**config.mk**
```make
export PLATFORM = sky130hd
export DESIGN_NAME = dmem_access_ctrl
export DESIGN_NICKNAME = d
export VERILOG_FILES = /design/src/rtl/dmem_access_ctrl_pkg.sv /design/src/rtl/dmem_access_ctrl_load_store_align.sv /design/src/rtl/dmem_access_ctrl.sv
export SDC_FILE = /design/constraint.sdc
export NUM_CORES = 1
export LEC_CHECK = 0
export ABC_AREA = 1
export BUFFER_PORTS_ARGS = -buffer_cell sky130_fd_sc_hd__buf_4
export CAP_MARGIN = 20
export CORE_UTILIZATION = 52
export CTS_CLUSTER_SIZE = 30
export DETAILED_ROUTE_END_ITERATION = 6
export GPL_TIMING_DRIVEN = 0
export PLACE_DENSITY_LB_ADDON = 0.05
export SLEW_MARGIN = 20
export SYNTH_ARGS = -nofsm -noshare
export SYNTH_HDL_FRONTEND = slang
export SYNTH_SLANG_ARGS = --single-unit
```
**constraint.sdc**
```tcl
create_clock -name clock -period 2.5 [get_ports clock]
set_input_delay 0.625 -clock clock [delete_from_list [all_inputs] [get_ports clock]]
set_output_delay 0.625 -clock clock [all_outputs]
set_load 0.01 [all_outputs]
```
**src/rtl/dmem_access_ctrl_pkg.sv**
```systemverilog
// Shared encodings for the data-memory access controller: funct3 size codes
// and the access FSM states.
package dmem_access_ctrl_pkg;

  localparam logic [2:0] F3_LB  = 3'b000;
  localparam logic [2:0] F3_LH  = 3'b001;
  localparam logic [2:0] F3_LW  = 3'b010;
  localparam logic [2:0] F3_LBU = 3'b100;
  localparam logic [2:0] F3_LHU = 3'b101;

  typedef enum logic [1:0] {
    DM_IDLE = 2'd0,
    DM_BUSY = 2'd1,
    DM_DONE = 2'd2
  } dm_state_e;

endpackage

```
**src/rtl/dmem_access_ctrl_load_store_align.sv**
```systemverilog
// Byte-lane logic for the MEM stage: store enables/replication and misalignment
// from the live request, load extraction/extension from the captured access.
module load_store_align
  import dmem_access_ctrl_pkg::*;
(
  input  logic [1:0]  req_lo,
  input  logic [2:0]  req_funct3,
  input  logic [31:0] req_wdata,
  input  logic [1:0]  ld_lo,
  input  logic [2:0]  ld_funct3,
  input  logic [31:0] rdata,
  output logic [3:0]  be,
  output logic [31:0] wdata,
  output logic [31:0] ldata,
  output logic        misaligned
);

  logic signed [7:0]  byte_sel;
  logic signed [15:0] half_sel;

  always_comb begin
    be         = 4'b0000;
    wdata      = req_wdata;
    misaligned = 1'b0;
    case (req_funct3)
      F3_LB, F3_LBU: begin
        be    = 4'b0001 << req_lo;
        wdata = {4{req_wdata[7:0]}};
      end
      F3_LH, F3_LHU: begin
        be         = req_lo[1] ? 4'b1100 : 4'b0011;
        wdata      = {2{req_wdata[15:0]}};
        misaligned = req_lo[0];
      end
      F3_LW: begin
        be         = 4'b1111;
        misaligned = |req_lo;
      end
      default: ;
    endcase
  end

  always_comb begin
    byte_sel = rdata[{ld_lo, 3'b000} +: 8];
    half_sel = ld_lo[1] ? rdata[31:16] : rdata[15:0];
    ldata    = rdata;
    case (ld_funct3)
      F3_LB:   ldata = 32'(byte_sel);
      F3_LBU:  ldata = {24'd0, byte_sel};
      F3_LH:   ldata = 32'(half_sel);
      F3_LHU:  ldata = {16'd0, half_sel};
      default: ;
    endcase
  end

endmodule

```
**src/rtl/dmem_access_ctrl.sv**
```systemverilog
// MEM-stage data-memory controller: one outstanding req/ack bus transaction per
// load/store, with memReady driving the pipeline stall.
module dmem_access_ctrl
  import dmem_access_ctrl_pkg::*;
#(
  parameter int AW = 32,
  parameter int DW = 32
) (
  input  logic          clock,
  input  logic          reset,
  input  logic          exmem_memRead,
  input  logic          exmem_memWrite,
  input  logic [AW-1:0] exmem_addr,
  input  logic [DW-1:0] exmem_wdata,
  input  logic [2:0]    exmem_funct3,
  output logic          memReady,
  output logic [DW-1:0] load_data,
  output logic          mem_misaligned,
  output logic          bus_req,
  output logic          bus_we,
  output logic [AW-1:0] bus_addr,
  output logic [DW-1:0] bus_wdata,
  output logic [3:0]    bus_be,
  input  logic          bus_ack,
  input  logic [DW-1:0] bus_rdata
);

  dm_state_e   state, state_nxt;
  logic [1:0]  ld_lo;
  logic [2:0]  ld_funct3;
  logic [3:0]  be_c;
  logic [31:0] wdata_c, ldata_c;
  logic        misal_c, req_any, access;

  assign req_any        = exmem_memRead | exmem_memWrite;
  assign mem_misaligned = req_any & misal_c;
  assign access         = req_any & ~misal_c;

  // Load extraction uses the captured offset/size since EX/MEM may change while BUSY.
  load_store_align u_align (
    .req_lo     (exmem_addr[1:0]),
    .req_funct3 (exmem_funct3),
    .req_wdata  (exmem_wdata),
    .ld_lo      (ld_lo),
    .ld_funct3  (ld_funct3),
    .rdata      (bus_rdata),
    .be         (be_c),
    .wdata      (wdata_c),
    .ldata      (ldata_c),
    .misaligned (misal_c)
  );

  always_ff @(posedge clock) begin
    if (reset) state <= DM_IDLE;
    else       state <= state_nxt;
  end

  // DONE releases the pipeline for one cycle without re-issuing the same instruction.
  always_comb begin
    state_nxt = state;
    memReady  = 1'b1;
    case (state)
      DM_IDLE: begin
        if (access) begin
          state_nxt = DM_BUSY;
          memReady  = 1'b0;
        end
      end
      DM_BUSY: begin
        memReady = 1'b0;
        if (bus_ack) state_nxt = DM_DONE;
      end
      DM_DONE: state_nxt = DM_IDLE;
      default: state_nxt = DM_IDLE;
    endcase
  end

  always_ff @(posedge clock) begin
    if (reset) begin
      bus_req   <= 1'b0;
      bus_we    <= 1'b0;
      bus_addr  <= '0;
      bus_wdata <= '0;
      bus_be    <= 4'b0000;
      load_data <= '0;
      ld_lo     <= 2'b00;
      ld_funct3 <= 3'b000;
    end else begin
      case (state)
        DM_IDLE: begin
          if (access) begin
            bus_req   <= 1'b1;
            bus_we    <= exmem_memWrite;
            bus_addr  <= {exmem_addr[AW-1:2], 2'b00};
            bus_wdata <= wdata_c;
            bus_be    <= be_c;
            ld_lo     <= exmem_addr[1:0];
            ld_funct3 <= exmem_funct3;
          end
        end
        DM_BUSY: begin
          if (bus_ack) begin
            bus_req <= 1'b0;
            if (!bus_we) load_data <= ldata_c;
          end
        end
        default: ;
      endcase
    end
  end

endmodule

```
; Yosys cells after proc, flatten, opt, wreduce, memory -nomap -nowiden
; Cells that the tools add are included.
[op_classes]
n_bitwise = 5
reduce_logical = 11
n_eq_ne = 10
mux = 14
shifts = 2
[ops]
columns = op, n
row1 = 32-bit one-hot mux with 4 select lines, 1
row2 = 32-bit one-hot mux with 2 select lines, 1
row3 = 32-bit by 6-bit variable part select with 8-bit output, 1
row4 = 16-bit two-way mux, 1
row5 = 3-bit == test (second input constant), 4
row6 = 4-bit one-hot mux with 3 select lines, 1
row7 = 3-bit by 1-bit == test with 1-bit output (second input constant), 2
row8 = 3-bit logical NOT, 2
row9 = 1-bit one-hot mux with 2 select lines, 3
row10 = 3-bit AND reduction, 2
row11 = 2-bit OR reduction, 3
row12 = 2-bit two-way mux, 2
row13 = 4-bit two-way mux, 1
row14 = 2-bit inequality test (second input constant), 2
row15 = 2-bit one-hot mux with 2 select lines, 1
row16 = 2-bit AND reduction, 2
row17 = 1-bit by 2-bit left shift with 4-bit output (first input constant), 1
row18 = 3-bit by 2-bit == test with 1-bit output (second input constant), 1
row19 = 1-bit two-way mux, 3
row20 = 1-bit bitwise AND, 2
row21 = 2-bit by 1-bit == test with 1-bit output (second input constant), 1
row22 = 2-bit logical NOT, 1
row23 = 1-bit inverter, 2
row24 = 2-bit nonzero test, 1
row25 = 1-bit bitwise OR, 1
[totals]
elab_cells = 51
in_bits = 104
output_inout_bits = 104
register_bits = 107

; Longest topological paths before layout
[logic_depth]
ltp_word = 7
mapped_depth = 10
ltp_nobuf = 8

; By module
; Synthesis repeated with hierarchy kept, for this count alone.
[unflattened]
hier_cells = 1140
hier_area_um2 = 6665.1
[modules_own_cells]
columns = module, cells_each, n_inst, area_per_inst_um2
row1 = dmem_access_ctrl, 841, 1, 5177.5
row2 = load_store_align, 299, 1, 1487.7

; Worst setup path before layout
; Ideal clock, no wire load.
[synth_timing]
path_type = input to output
from = input port exmem_funct3[1]
to = output port mem_misaligned
cell_stages = 5
arrival_time_ns = 1.199
setup_slack_ns = 0.676
path_cell_list = inv_2 > nand2_1 > inv_2 > nand2_2 > a21boi_0
[synth_between]
elab_chain_cells = 4
word_cells_on_any_way = 6
[synth_rtl]
columns = element, line_no
row1 = "start, declared", dmem_access_ctrl.sv:15  ; input logic [2:0] exmem_funct3,
row2 = 3-bit by 1-bit == test with 1-bit output or 3-bit == test (tied branches), dmem_access_ctrl_load_store_align.sv:25  ; case (req_funct3)
row3 = 2-bit OR reduction, dmem_access_ctrl_load_store_align.sv:25
row4 = 1-bit one-hot mux with 2 select lines (*), dmem_access_ctrl_load_store_align.sv:25
row5 = 1-bit bitwise AND (*), dmem_access_ctrl.sv:36  ; assign mem_misaligned = req_any & misal_c;
row6 = "end, declared", dmem_access_ctrl.sv:18  ; output logic mem_misaligned,
; Every way passes the cells marked *; elsewhere a longest branch is shown, timed or not.

; Worst setup path after layout
[layout_timing]
from = input port exmem_addr[1]
to = output port memReady
[layout_between]
elab_chain_cells = 6
[layout_rtl]
columns = element, line_no
row1 = "start, declared", dmem_access_ctrl.sv:13  ; input logic [AW-1:0] exmem_addr,
row2 = 2-bit OR reduction, dmem_access_ctrl_load_store_align.sv:37  ; misaligned = |req_lo;
row3 = 1-bit one-hot mux with 2 select lines, dmem_access_ctrl_load_store_align.sv:25
row4 = 1-bit inverter, dmem_access_ctrl.sv:37  ; assign access = req_any & ~misal_c;
row5 = 1-bit bitwise AND, dmem_access_ctrl.sv:37
row6 = 1-bit two-way mux, dmem_access_ctrl.sv:64  ; if (access) begin
row7 = 1-bit one-hot mux with 2 select lines, dmem_access_ctrl.sv:62  ; case (state)
row8 = "end, declared", dmem_access_ctrl.sv:16  ; output logic memReady,
; No other way between the ends.

==> out/results.ini <==
[timing]
max_freq_mhz = 470
setup_viol_count_final = 0
fin_crit_sh_pct = 85.2
finClkSkew_ns = 0.0109
finalMaxSlewViolations = 0
finalHoldViolCount = 0
slew_headroom_pct = 62.1
tightest_slew_ns = 0.569
fin_tns_setup_ns = 0
rsz0062_at_grt = false
final.min_clock_period_ns = 2.13
setup_ws_ns = 0.371
holdWs_ns = 0.469

[floorplanning]
die_h_um = 99.2
core_um2 = 9200
design.die.area_um2 = 9840
fp.dieW_um = 99.2
rows = 35
initial_core_util_pct = 53.4
pin_count = 208

[worst_setup_path]
endpoint = memReady
cp_max_fo = 5
r2r_cells = 9
r2r_slack_ns = 0.88
max_stage_delay_ns = 0.19
crit_path_start_kind = input pin
slowest_stage = a21o_1
setup.worst_path.start = exmem_addr[1]
worstSetupPathType = input pin to primary output
r2r-start = ld_lo[1]$_SDFFE_PP0P_
cp.arrival_ns = 1.50
r2r_end = load_data[12]$_SDFFE_PP0P_
crit_required_ns = 1.88
path_cells = buf_4 -> inv_1 -> nand2_1 -> nand3_1 -> nand3_2 -> a21o_1 -> buf_4
worstSetupEndpointType = primary output
worst_path_most_repeated_cell = buf_4

[logic_synthesis]
seq_area_frac_synth_pct = 43.6
yosysWarningCount = 0
syn-cell-area_um2 = 4910
syn_area_per_cell_um2 = 6.67
synthFlopType = dfxtp_1
synth-seq-cells = 107
synth.distinct_cells = 24
synth_area_leader_cell = dfxtp_1
async_flop_share_pct = 0
syn_inst = 737
synthTopCellsByArea = dfxtp_1, nand2_1, a21oi_1
synth-edff-count = 0
synth_top_area_share_pct = 43.6

[clock_network]
htree_num_levels = 3
cts_buffers = 9
cts.clk_slew.worst_paths_ns = 0.11
cts_buffer_depth = 2
clock-root-buffer = clkbuf_8
holdBufCountCts = 0
cts_tree = yes
cts_setup_buffers = 0
clkSinkCount = 107
post_cts_resize_count = 0
clkLatencyLatePin_ns = 0.38

[cells_and_area]
final_core_util_pct = 73.9
antenna_cells = 0
area_growth_pct = 38.4
fin_nets = 1057
final_cells = 1069
drive_above_1_share_pct = 27.0

[global_route]
grt_pass1_wl_mm = 24.2
grt_pass1_vias = 5196
grt_start_max_net_pins = 20
antenna_found_initial = 0
grt.total_usage_pct = 30.7
grt_overflow = 0

[route]
drt_iter0_drc = 342
wirelength_mm = 15.3
dr.pass1.iters = 5
final_antenna_net_count = 0
wl_per_cell_um = 14.3
drc_errors = 0
vias_per_cell = 5.24
vias = 5602

[placed_design]
dp_cells = 1053
place.gp.congestion = 0.933
io_buffers = 204
hpwl_mm = 11.7
pre_cts_slack_ns = 0.378

[power_and_ir_drop]
ir_worst_vdd_mv = 0.374
cellPowerDensity_nw_per_um2 = 614
p_leak_nw = 3.41

[run_status]
status = completed

[worst_hold_path]
min_from = bus_addr[21]$_SDFFE_PP0P_
hold_path_class = flip-flop to flip-flop

[flow_run]
cap_violations = 0

## cells in the final DEF, fill, tap and decap left out, drive strengths merged, types with 3 or more instances in the layout
cell type,instances
a21oi,101
o21bai,7
clkbuf,28
dfxtp,107
nand2,265
a21boi,3
o211ai,11
o21ai,23
nand3,44
clkinv,3
inv,64
nor2,61
buf,233
## per-layer routing
layer  track usage (%)  share of wire, %  wire length [µm]
met1              35.6                40              6100
met2              56.3                50              7740
met3              6.32               7.6              1170
met4              10.5               2.1               329
met5                 0                 0                 0
## critical path, delay by kind of cell
| kind | cells | cell delay [ns] |
|---|---|---|
| and+or+nand+nor | 3 | 0.31 |
| AOI/OAI and AO/OA | 1 | 0.19 |
| buffers and inverters | 3 | 0.38 |
## state kept, by name, indices dropped and copies added (netlist names)
register   count
bus_we         1
bus_be         4
state          2
load_data     32
ld_funct3      3
bus_wdata     32
bus_addr      30
bus_req        1
ld_lo          2
## report_power, final
part | internal [mW] | switching (mW) | total, mW | leakage [nW]
Sequential | 1.85 | 0.0806 | 1.93 | 0.877
Combinational | 0.482 | 0.606 | 1.09 | 2.43
Clock | 0.488 | 0.670 | 1.16 | 0.106
Total | 2.82 | 1.36 | 4.17 | 3.41
## kinds of logic (layout without fill, tap and decap cells)
family,Yosys count,after routing,synth area share (%)
and+or+nand+nor,374,374,30.3
AOI/OAI and AO/OA,146,146,16.2
buffers and inverters,109,329,9.76
other,1,2,0.0763
DFF,107,107,43.6
## how the worst min path moves through the flow
| stage | to | cells past startpoint |
|---|---|---|
| final | bus_addr[21]$_SDFFE_PP0P_ | 2 |
| after CTS | bus_addr[23]$_SDFFE_PP0P_ | 2 |
| after floorplan | ld_funct3[0]$_SDFFE_PP0P_ | 2 |
| after detailed placement | bus_addr[23]$_SDFFE_PP0P_ | 2 |
| after global placement | bus_addr[21]$_SDFFE_PP0P_ | 2 |
| after global routing | bus_addr[3]$_SDFFE_PP0P_ | 3 |
## final cells by class
class                      instances  area, µm²
buffer                            47        246
clock buffer                      10        128
clock inverter                     6       83.8
fill                             789       2400
inverter                          62        233
multi-input combinational        522       2290
sequential                       107       2140
tap                              111        139
timing repair buffer             204       1530
## Yosys cell counts, drive strengths merged, types with 2 or more instances
library cell  count
nand2           265
dfxtp           107
a21oi           101
inv              62
nor2             61
nand3            44
buf              29
o21ai            23
clkbuf           18
o211ai           11
o21bai            7
a21boi            3
or2               2
## metrics by stage
step / cell area (µm²) / total power, mW
3_3_place_gp: 6590 / 3.01
5_1_grt: 6800 / 4.35
6_report: 6800 / 4.17
4_1_cts: 6800 / 4.16
2_1_floorplan: 4920 / 2.54
3_5_place_dp: 6590 / 3.04
Power figures use the tool's default switching activity.
